$ cat config.mk
export PLATFORM = sky130hd
export DESIGN_NAME = line_dda_sequencer
export DESIGN_NICKNAME = d
export VERILOG_FILES = /design/src/rtl/line_dda_sequencer_pkg.sv /design/src/rtl/line_dda_sequencer_ars_trunc_12.sv /design/src/rtl/line_dda_sequencer.sv
export SDC_FILE = /design/constraint.sdc
export NUM_CORES = 1
export LEC_CHECK = 0
export ABC_AREA = 1
export ABC_CLOCK_PERIOD_IN_PS = 3900
export CAP_MARGIN = 20
export CORE_ASPECT_RATIO = 1.5
export CORE_MARGIN = 2
export CORE_UTILIZATION = 45
export CTS_CLUSTER_SIZE = 12
export DETAILED_ROUTE_END_ITERATION = 6
export PLACE_DENSITY_LB_ADDON = 0.25
export SYNTH_ARGS = -nofsm -noshare
export SYNTH_HDL_FRONTEND = slang
export SYNTH_SLANG_ARGS = --single-unit
$ cat constraint.sdc
create_clock -name clk -period 3.9 [get_ports clk]
set_input_delay 0.975 -clock clk [delete_from_list [all_inputs] [get_ports clk]]
set_output_delay 0.975 -clock clk [all_outputs]
set_load 0.01 [all_outputs]
$ cat src/rtl/line_dda_sequencer_pkg.sv
// Shared types and constants for the power-of-two DDA line sequencer.
// Widths, FSM state encoding, rounding constant and small arithmetic helpers.
package line_dda_sequencer_pkg;

  localparam int CW = 7;
  localparam int FW = 4;
  localparam int SW = CW + 1 + FW;

  // Shift amount must reach CW; padded to a 4-bit field for the shifter port.
  localparam int SHW = ($clog2(CW + 1) < 4) ? 4 : $clog2(CW + 1);

  localparam logic [SW-1:0] RND = SW'(2 ** (FW - 1));

  typedef enum logic [2:0] {
    ST_IDLE  = 3'd0,
    ST_SETUP = 3'd1,
    ST_NORM  = 3'd2,
    ST_SHX   = 3'd3,
    ST_SHY   = 3'd4,
    ST_PLOT  = 3'd5,
    ST_STEP  = 3'd6,
    ST_DONE  = 3'd7
  } state_e;

  // Round-half-up of a fixed-point accumulator to an integer pixel coordinate.
  function automatic logic [CW-1:0] round_pix(input logic [SW-1:0] acc);
    return CW'((acc + RND) >> FW);
  endfunction

  function automatic logic [CW:0] abs_delta(input logic [CW:0] d);
    return d[CW] ? (~d + 1'b1) : d;
  endfunction

endpackage

$ cat src/rtl/line_dda_sequencer_ars_trunc_12.sv
// Signed right shift that truncates toward zero: shift the magnitude,
// then restore the sign, so negative slopes are never rounded away from zero.
module ars_trunc_12
  import line_dda_sequencer_pkg::*;
(
  input  logic [SW-1:0]  a_i,
  input  logic [SHW-1:0] sh_i,
  output logic [SW-1:0]  y_o
);

  logic          neg;
  logic [SW-1:0] mag;
  logic [SW-1:0] mag_sh;

  always_comb begin
    neg    = a_i[SW-1];
    mag    = neg ? (~a_i + 1'b1) : a_i;
    mag_sh = mag >> sh_i;
    y_o    = neg ? (~mag_sh + 1'b1) : mag_sh;
  end

endmodule

$ cat src/rtl/line_dda_sequencer.sv
// Power-of-two DDA line rasteriser: normalises the major delta to 2^n steps,
// derives both slope increments through one shared shifter, then streams pixels.
module line_dda_sequencer
  import line_dda_sequencer_pkg::*;
(
  input  logic          clk,
  input  logic          rst_n,
  input  logic          start,
  input  logic [CW-1:0] x0,
  input  logic [CW-1:0] y0,
  input  logic [CW-1:0] x1,
  input  logic [CW-1:0] y1,
  output logic          busy,
  output logic          done,
  output logic          pix_valid,
  input  logic          pix_ready,
  output logic [CW-1:0] pix_x,
  output logic [CW-1:0] pix_y,
  output logic [2:0]    dbg_state
);

  state_e         state_q, state_d;
  logic [CW-1:0]  x0_q, y0_q, x1_q, y1_q;
  logic [CW-1:0]  x0_d, y0_d, x1_d, y1_d;
  logic [CW:0]    dx_q, dy_q, dx_d, dy_d;
  logic [CW:0]    m_q, m_d;
  logic [SHW-1:0] n_q, n_d;
  logic           single_q, single_d;
  logic [SW-1:0]  acc_x_q, acc_y_q, acc_x_d, acc_y_d;
  logic [SW-1:0]  inc_x_q, inc_y_q, inc_x_d, inc_y_d;
  logic [CW:0]    k_q, k_d;

  logic [CW:0]    dx_new, dy_new, adx, ady, pow2;
  logic           is_last;
  logic [SW-1:0]  sh_in, sh_out;

  assign dx_new  = {1'b0, x1_q} - {1'b0, x0_q};
  assign dy_new  = {1'b0, y1_q} - {1'b0, y0_q};
  assign adx     = abs_delta(dx_new);
  assign ady     = abs_delta(dy_new);
  assign pow2    = (CW + 1)'(1) << n_q;
  assign is_last = single_q || (k_q == pow2);

  // The one shifter sees dx during SHX and dy during SHY.
  assign sh_in = (state_q == ST_SHY) ? {dy_q, {FW{1'b0}}} : {dx_q, {FW{1'b0}}};

  ars_trunc_12 u_shift (
    .a_i  (sh_in),
    .sh_i (n_q),
    .y_o  (sh_out)
  );

  always_ff @(posedge clk or negedge rst_n) begin
    if (!rst_n) begin
      state_q  <= ST_IDLE;
      x0_q     <= '0;
      y0_q     <= '0;
      x1_q     <= '0;
      y1_q     <= '0;
      dx_q     <= '0;
      dy_q     <= '0;
      m_q      <= '0;
      n_q      <= '0;
      single_q <= 1'b0;
      acc_x_q  <= '0;
      acc_y_q  <= '0;
      inc_x_q  <= '0;
      inc_y_q  <= '0;
      k_q      <= '0;
    end else begin
      state_q  <= state_d;
      x0_q     <= x0_d;
      y0_q     <= y0_d;
      x1_q     <= x1_d;
      y1_q     <= y1_d;
      dx_q     <= dx_d;
      dy_q     <= dy_d;
      m_q      <= m_d;
      n_q      <= n_d;
      single_q <= single_d;
      acc_x_q  <= acc_x_d;
      acc_y_q  <= acc_y_d;
      inc_x_q  <= inc_x_d;
      inc_y_q  <= inc_y_d;
      k_q      <= k_d;
    end
  end

  always_comb begin
    state_d  = state_q;
    x0_d     = x0_q;
    y0_d     = y0_q;
    x1_d     = x1_q;
    y1_d     = y1_q;
    dx_d     = dx_q;
    dy_d     = dy_q;
    m_d      = m_q;
    n_d      = n_q;
    single_d = single_q;
    acc_x_d  = acc_x_q;
    acc_y_d  = acc_y_q;
    inc_x_d  = inc_x_q;
    inc_y_d  = inc_y_q;
    k_d      = k_q;

    case (state_q)
      ST_IDLE: begin
        if (start) begin
          x0_d    = x0;
          y0_d    = y0;
          x1_d    = x1;
          y1_d    = y1;
          state_d = ST_SETUP;
        end
      end
      ST_SETUP: begin
        dx_d     = dx_new;
        dy_d     = dy_new;
        m_d      = (adx > ady) ? adx : ady;
        n_d      = '0;
        single_d = 1'b0;
        k_d      = '0;
        acc_x_d  = {1'b0, x0_q, {FW{1'b0}}};
        acc_y_d  = {1'b0, y0_q, {FW{1'b0}}};
        state_d  = ST_NORM;
      end
      ST_NORM: begin
        if (pow2 >= m_q) begin
          single_d = (m_q == '0);
          state_d  = ST_SHX;
        end else begin
          n_d = n_q + 1'b1;
        end
      end
      ST_SHX: begin
        inc_x_d = sh_out;
        state_d = ST_SHY;
      end
      ST_SHY: begin
        inc_y_d = sh_out;
        state_d = ST_PLOT;
      end
      ST_PLOT: begin
        // Final handshake goes straight to DONE so done follows it by one cycle.
        if (pix_ready) state_d = is_last ? ST_DONE : ST_STEP;
      end
      ST_STEP: begin
        acc_x_d = acc_x_q + inc_x_q;
        acc_y_d = acc_y_q + inc_y_q;
        k_d     = k_q + 1'b1;
        state_d = ST_PLOT;
      end
      ST_DONE: begin
        state_d = ST_IDLE;
      end
      default: begin
        state_d = ST_IDLE;
      end
    endcase
  end

  // Valid/ready: while pix_valid is high, pix_x/pix_y hold until pix_ready is seen
  // at a rising edge; that edge is the handshake.
  always_comb begin
    busy      = (state_q != ST_IDLE) && (state_q != ST_DONE);
    done      = (state_q == ST_DONE);
    pix_valid = (state_q == ST_PLOT);
    pix_x     = '0;
    pix_y     = '0;
    if (state_q == ST_PLOT) begin
      pix_x = is_last ? x1_q : round_pix(acc_x_q);
      pix_y = is_last ? y1_q : round_pix(acc_y_q);
    end
    dbg_state = state_q;
  end

endmodule

# [Word-level counts from Yosys, hierarchy flattened]
# Cells that the tools add are included.
[totals] regBits=116 memories=0 output_inout_bits=20 mem_bits_ro=0 in_bits=32 ram_bits=0 latchBits=0
[op_classes] bitwise=4 n_mul=0 n_eq_ne=13 magnitude_cmp=2 n_shift=2 n_mux=22 reduce_logical=12 addsub=12 div=0
[ops] op="case mux 12 bit (2 select lines)" n=2
[ops] op="2-to-1 mux 12 bit" n=3
[ops] op="2-to-1 mux 7 bit" n=4
[ops] op="adder 12 x 1 -> 12 bit (second input constant)" n=2
[ops] op="adder 12 bit" n=2
[ops] op="adder 8 x 1 -> 8 bit (second input constant)" n=3
[ops] op="2-to-1 mux 8 bit" n=3
[ops] op="inverter 12 bit" n=2
[ops] op="adder 11 x 4 -> 11 bit (second input constant)" n=2
[ops] op="case mux 3 bit (7 select lines)" n=1
[ops] op="inverter 8 bit" n=2
[ops] op="case mux 8 bit (2 select lines)" n=1
[ops] op="subtractor 7 x 7 -> 8 bit" n=2
[ops] op="equality test 3 bit (second input constant)" n=4
[ops] op="right shift 12 x 4 -> 12 bit" n=1
[ops] op="2-to-1 mux 3 bit" n=3
[ops] op="equality test 8 bit" n=1
[ops] op=">= comparator 8 bit" n=1
[ops] op="greater-than comparator 8 bit" n=1
[ops] op="logical NOT 8 bit" n=1
[ops] op="case mux 4 bit (2 select lines)" n=1
[ops] op="left shift 1 x 4 -> 8 bit (first input constant)" n=1
[ops] op="equality test 3 x 2 -> 1 bit (second input constant)" n=2
[ops] op="inequality test 2 bit (second input constant)" n=3
[ops] op="other kinds (15)" n=19

# [Logic depth before layout (Yosys ltp)]
# Gate-level depths: netlist of run 1.
[logic_depth] ltp_word=9 ltp_mapped=26 depth_no_buf=26

# [Cells and area by module]
# Synthesis of run 1 repeated with hierarchy kept, for this count alone.
[unflattened] hier_cells=1248 hier_area_um2=8652.0
[modules_own_cells] mod="line_dda_sequencer" cells_per_inst=1006 instances=1 area_per_inst_um2=7529.7
[modules_own_cells] mod="ars_trunc_12" cells_per_inst=242 instances=1 area_per_inst_um2=1122.3

# [Worst setup path after synthesis of run 1]
# No wires, ideal clock.
[synth_timing] path_kind="reg-to-output" from="register n_q[0]" to="output port pix_y[2]" stages_incl_launch_ff=14 path_buffers=3 arrival_time_ns=2.409 slack_ns=0.516 cell_sequence="dfrtp_1 > clkbuf_1 > inv_1 > buf_1 > ha_1 > nand2_1 > xor2_1 > nand4_1 > nor3_1 > nand4_1 > nand2_1 > clkbuf_1 > a21oi_1 > a211oi_1"
[synth_via] elab_chain_len=5
[synth_lines] item="start: declaration" line_no="line_dda_sequencer.sv:27" source="logic [SHW-1:0] n_q, n_d;"
[synth_lines] item="start signal: assignment" line_no="line_dda_sequencer.sv:79" source="n_q <= n_d;"
[synth_lines] item="left shift 1 x 4 -> 8 bit" line_no="line_dda_sequencer.sv:41" source="assign pow2 = (CW + 1)'(1) << n_q;"
[synth_lines] item="equality test 8 bit" line_no="line_dda_sequencer.sv:42" source="assign is_last = single_q || (k_q == pow2);"
[synth_lines] item="logical OR 1 bit" line_no="line_dda_sequencer.sv:42"
[synth_lines] item="2-to-1 mux 7 bit" line_no="line_dda_sequencer.sv:172" source="pix_y = is_last ? y1_q : round_pix(acc_y_q);"
[synth_lines] item="2-to-1 mux 7 bit" line_no="line_dda_sequencer.sv:170" source="if (state_q == ST_PLOT) begin"
[synth_lines] item="end: declaration" line_no="line_dda_sequencer.sv:18" source="output logic [CW-1:0] pix_y,"
# Every way passes these cells.

# [Worst setup path in the final report of run 1]
[layout_timing] from="register n_q[0]" to="output port pix_x[0]"
[layout_via] elab_chain_len=5
[layout_lines] item="left shift 1 x 4 -> 8 bit" line_no="line_dda_sequencer.sv:41"
[layout_lines] item="equality test 8 bit" line_no="line_dda_sequencer.sv:42"
[layout_lines] item="logical OR 1 bit" line_no="line_dda_sequencer.sv:42"
[layout_lines] item="2-to-1 mux 7 bit" line_no="line_dda_sequencer.sv:171" source="pix_x = is_last ? x1_q : round_pix(acc_x_q);"
[layout_lines] item="2-to-1 mux 7 bit" line_no="line_dda_sequencer.sv:170"
[layout_lines] item="end: declaration" line_no="line_dda_sequencer.sv:17" source="output logic [CW-1:0] pix_x,"
# Every way passes these cells.

==> impl_metrics.yaml, run 1 <==
floorplan:
  die_area_sq_um: 18900
  die_x_um: 113
  boundaryPins: 52
  start_util_pct: 46.0
  num_rows: 59
  core_sq_um: 17400
  chipHeight_um: 167
timing:
  finalHoldViolations: 0
  finalSetupViolations: 0
  final_max_slew_viol_count: 0
  min_period_ns: 3.73
  clock_skew_ns: 0.0131
  setup_tns_ns: 0
  setup_ws_ns: 0.167
  slew_headroom_pct: 48.1
  rsz0062_at_grt: "no"
  tightest_slew_ns: 0.777
  finalCritPeriodShare_pct: 95.7
  clock.fmax_mhz: 268
clocking:
  h-tree-depth: 3
  clock_tree.buffer_depth: 2
  root_buffer: "clkbuf_16"
  clkTransAtPathRegs_ns: 0.08
  clk_latency_ns: 0.37
  cts_tree: "done"
  cts.sinks: 112
  hold_buffers: 0
  cts_made_buffers: 9
cells_and_area:
  nets: 1232
  post-route-cell-area_sq_um: 9180
  layout-drive-gt1-share_pct: 9.31
  area_growth_pct: 14.7
  post-route-util_pct: 52.7
  diodes: 0
  fillCellCount: 1727
logic_synthesis:
  yosys.area.top_type_share_pct: 35.0
  synthMuxAreaShare_pct: 0
  synth_xor_area_share_pct: 5.02
  ys_ff_latch: 112
  synth_area_sq_um: 8010
  synth_fa_ha_area_share_pct: 10.8
  synthesis.nets: 1174
  syn_area_per_cell_sq_um: 7.45
  async_reset_ff_share_pct: 100
  synth_top_family_by_area: "simple AND/OR/NAND/NOR gates"
  synthCells: 1075
  synth_compound_area_share_pct: 14.7
  synth_top_area_cell: "dfrtp_1"
  yosys.area_share.simple_pct: 25.5
  yosysWarnings: 0
  ys.flop_type: "dfrtp_1"
  synth-seq-area-share_pct: 35.0
  yosysUniqueCellTypes: 45
  yosys-top-cells-area: "dfrtp_1 35%, nand2_1 12%, ha_1 9.8%, o21ai_0 6.9%, inv_1 6.8%"
  synth_edf_count: 0
routing:
  vias_per_cell: 5.34
  drt_wl_total_mm: 21.1
  initialDrtViolationCount: 373
  first_pass_iters: 7
  routedWlPerCell_um: 15.6
  final_antenna_net_count: 0
  vias: 7220
  drc: 1
global_route:
  gr-usage-all-layers_pct: 22.8
  antenna_found_initial: 0
  grt_pass1_wl_mm: 34.1
  grt_pass1_vias: 6802
  grt_max_degree: 55
  overflow: 0
worst_setup_path:
  start_kind: "flip-flop"
  crit_path_max_fanout: 29
  crit_path_end_kind: "output pin"
  worstPathArrival_ns: 2.76
  path_class: "reg -> out"
  worst_ep_required_time_ns: 2.92
place:
  dp_hpwl_mm: 16.4
  post_dp_cell_area_sq_um: 8850
  routabilityCongestion: 0.845
  place_ws_ns: 0.0654
  io_buffers: 51
hold_path:
  hp-class: "reg -> reg"
outcome:
  violations: "design-rule violations"
  status: "complete, but fails checks"
flow_run:
  maxCapViolCount: 0
==> worst paths after layout <==
path,slack (ns),to,depth (start not counted),startpoint
min in group asynchronous,0.64,n_q[3],1,rst_n
min reg2reg,0.49,dx_q[4],2,dx_q[4]
max reg2reg,0.29,m_q[0],18,x0_q[0]
max,0.17,pix_x[0],12,n_q[0]
max in group asynchronous,2.53,acc_x_q[10],2,rst_n
min,0.49,dx_q[4],2,dx_q[4]
==> per-stage QoR <==
step	hold WS [ns]	instances
after CTS	0.488	1348
after detailed placement	0.469	1332
final	0.489	1351
after global routing	0.520	1351
after global placement	0.466	1332
after floorplan	0.449	1075
==> flip-flops by register name, summed over array words and instances (netlist names) <==
name,count
k_q,8
dbg_state,3
dx_q,8
single_q,1
y0_q,7
y1_q,7
acc_x_q,11
m_q,8
acc_y_q,11
n_q,4
x1_q,7
inc_x_q,11
dy_q,8
inc_y_q,11
x0_q,7
==> metal layers <==
layer / track usage (%) / routed length (um) / up-vias
met5: 0 / 0 / -
met4: 9.38 / 626 / 0
met1: 28.5 / 8980 / 3391
li1: - / - / 3626
met2: 40.0 / 10800 / 167
met3: 2.17 / 695 / 36
==> placed cells by master (no fill, tap or decap), types with 4 or more instances in the layout <==
cell type        instances
nand2_2                 16
dlygate4sd2_1           13
nand2_1                253
fa_1                     4
nor2_2                  10
clkdlybuf4s50_1         36
a21oi_1                 44
nand3_2                  9
clkbuf_16                9
or2_2                    6
nor3_1                  11
ha_1                    63
xnor2_1                  8
o21ai_0                111
o221ai_1                 9
buf_4                   24
dfrtp_1                112
nor2_4                   5
nand3_1                 81
nand4_1                  8
nor2_1                  51
o31ai_1                  5
o211ai_1                 8
inv_1                  145
o21bai_1                 4
a22o_1                   4
inv_2                    8
xor2_1                  36
==> cells in the mapped netlist, types with 9 or more instances <==
master / number
nand2_1: 254
inv_1: 145
dfrtp_1: 112
o21ai_0: 111
nand3_1: 81
ha_1: 63
nor2_1: 54
a21oi_1: 48
xor2_1: 36
clkbuf_1: 21
nand2_2: 14
nor3_1: 11
nand3_2: 9
o221ai_1: 9
==> worst max-delay path: stages (launching register included) <==
cell and delay, ns:
dfrtp_1 0.42, ha_1 0.24, ha_1 0.18, nand2_1 0.11
xor2_1 0.15, nand4_1 0.10, nor3_1 0.13, nand4_1 0.15
nand2_2 0.12, buf_12 0.17, o21ai_0 0.09, a21oi_1 0.22
dlygate4sd2_1 0.30
==> cell families after synthesis <==
| family | after synthesis |
|---|---|
| simple gates | 457 |
| buf+inv | 186 |
| fa+ha+maj | 67 |
| xor+xnor | 45 |
| compound gates | 208 |
| flops | 112 |
==> timing repair <==
item / in CTS / in global routing
pin swaps: 0 / 2
resized for setup: 17 / 7
cloned: 0 / 2
endpoints found under the setup margin: 14 / 10
setup buffers: 0 / 1
==> final cells by class <==
type | instances | area [sq um] | share of cell area, %
Timing Repair Buffer | 76 | 696 | 7.58
Tap cell | 213 | 267 | 2.90
Multi-Input combinational cell | 778 | 4540 | 49.4
Sequential cell | 112 | 2800 | 30.5
Inverter | 156 | 586 | 6.38
Clock inverter | 6 | 62.6 | 0.681
Clock buffer | 10 | 229 | 2.49
Power of run 1 is left out: the tool's default activity adds up to more than one toggle a clock period on the data nets, which glitch-free logic cannot reach.
==> run 2, diff against run 1 <==
--- a/config.mk
+++ b/config.mk
@@ -6,7 +6,6 @@
 export NUM_CORES = 1
 export LEC_CHECK = 0
 export ABC_AREA = 1
-export ABC_CLOCK_PERIOD_IN_PS = 3900
 export CAP_MARGIN = 20
 export CORE_ASPECT_RATIO = 1.5
 export CORE_MARGIN = 2
==> results of run 2 <==
Final layout, timing and power as in run 1 (identical DEF).
Power of run 2 is left out for the same reason.
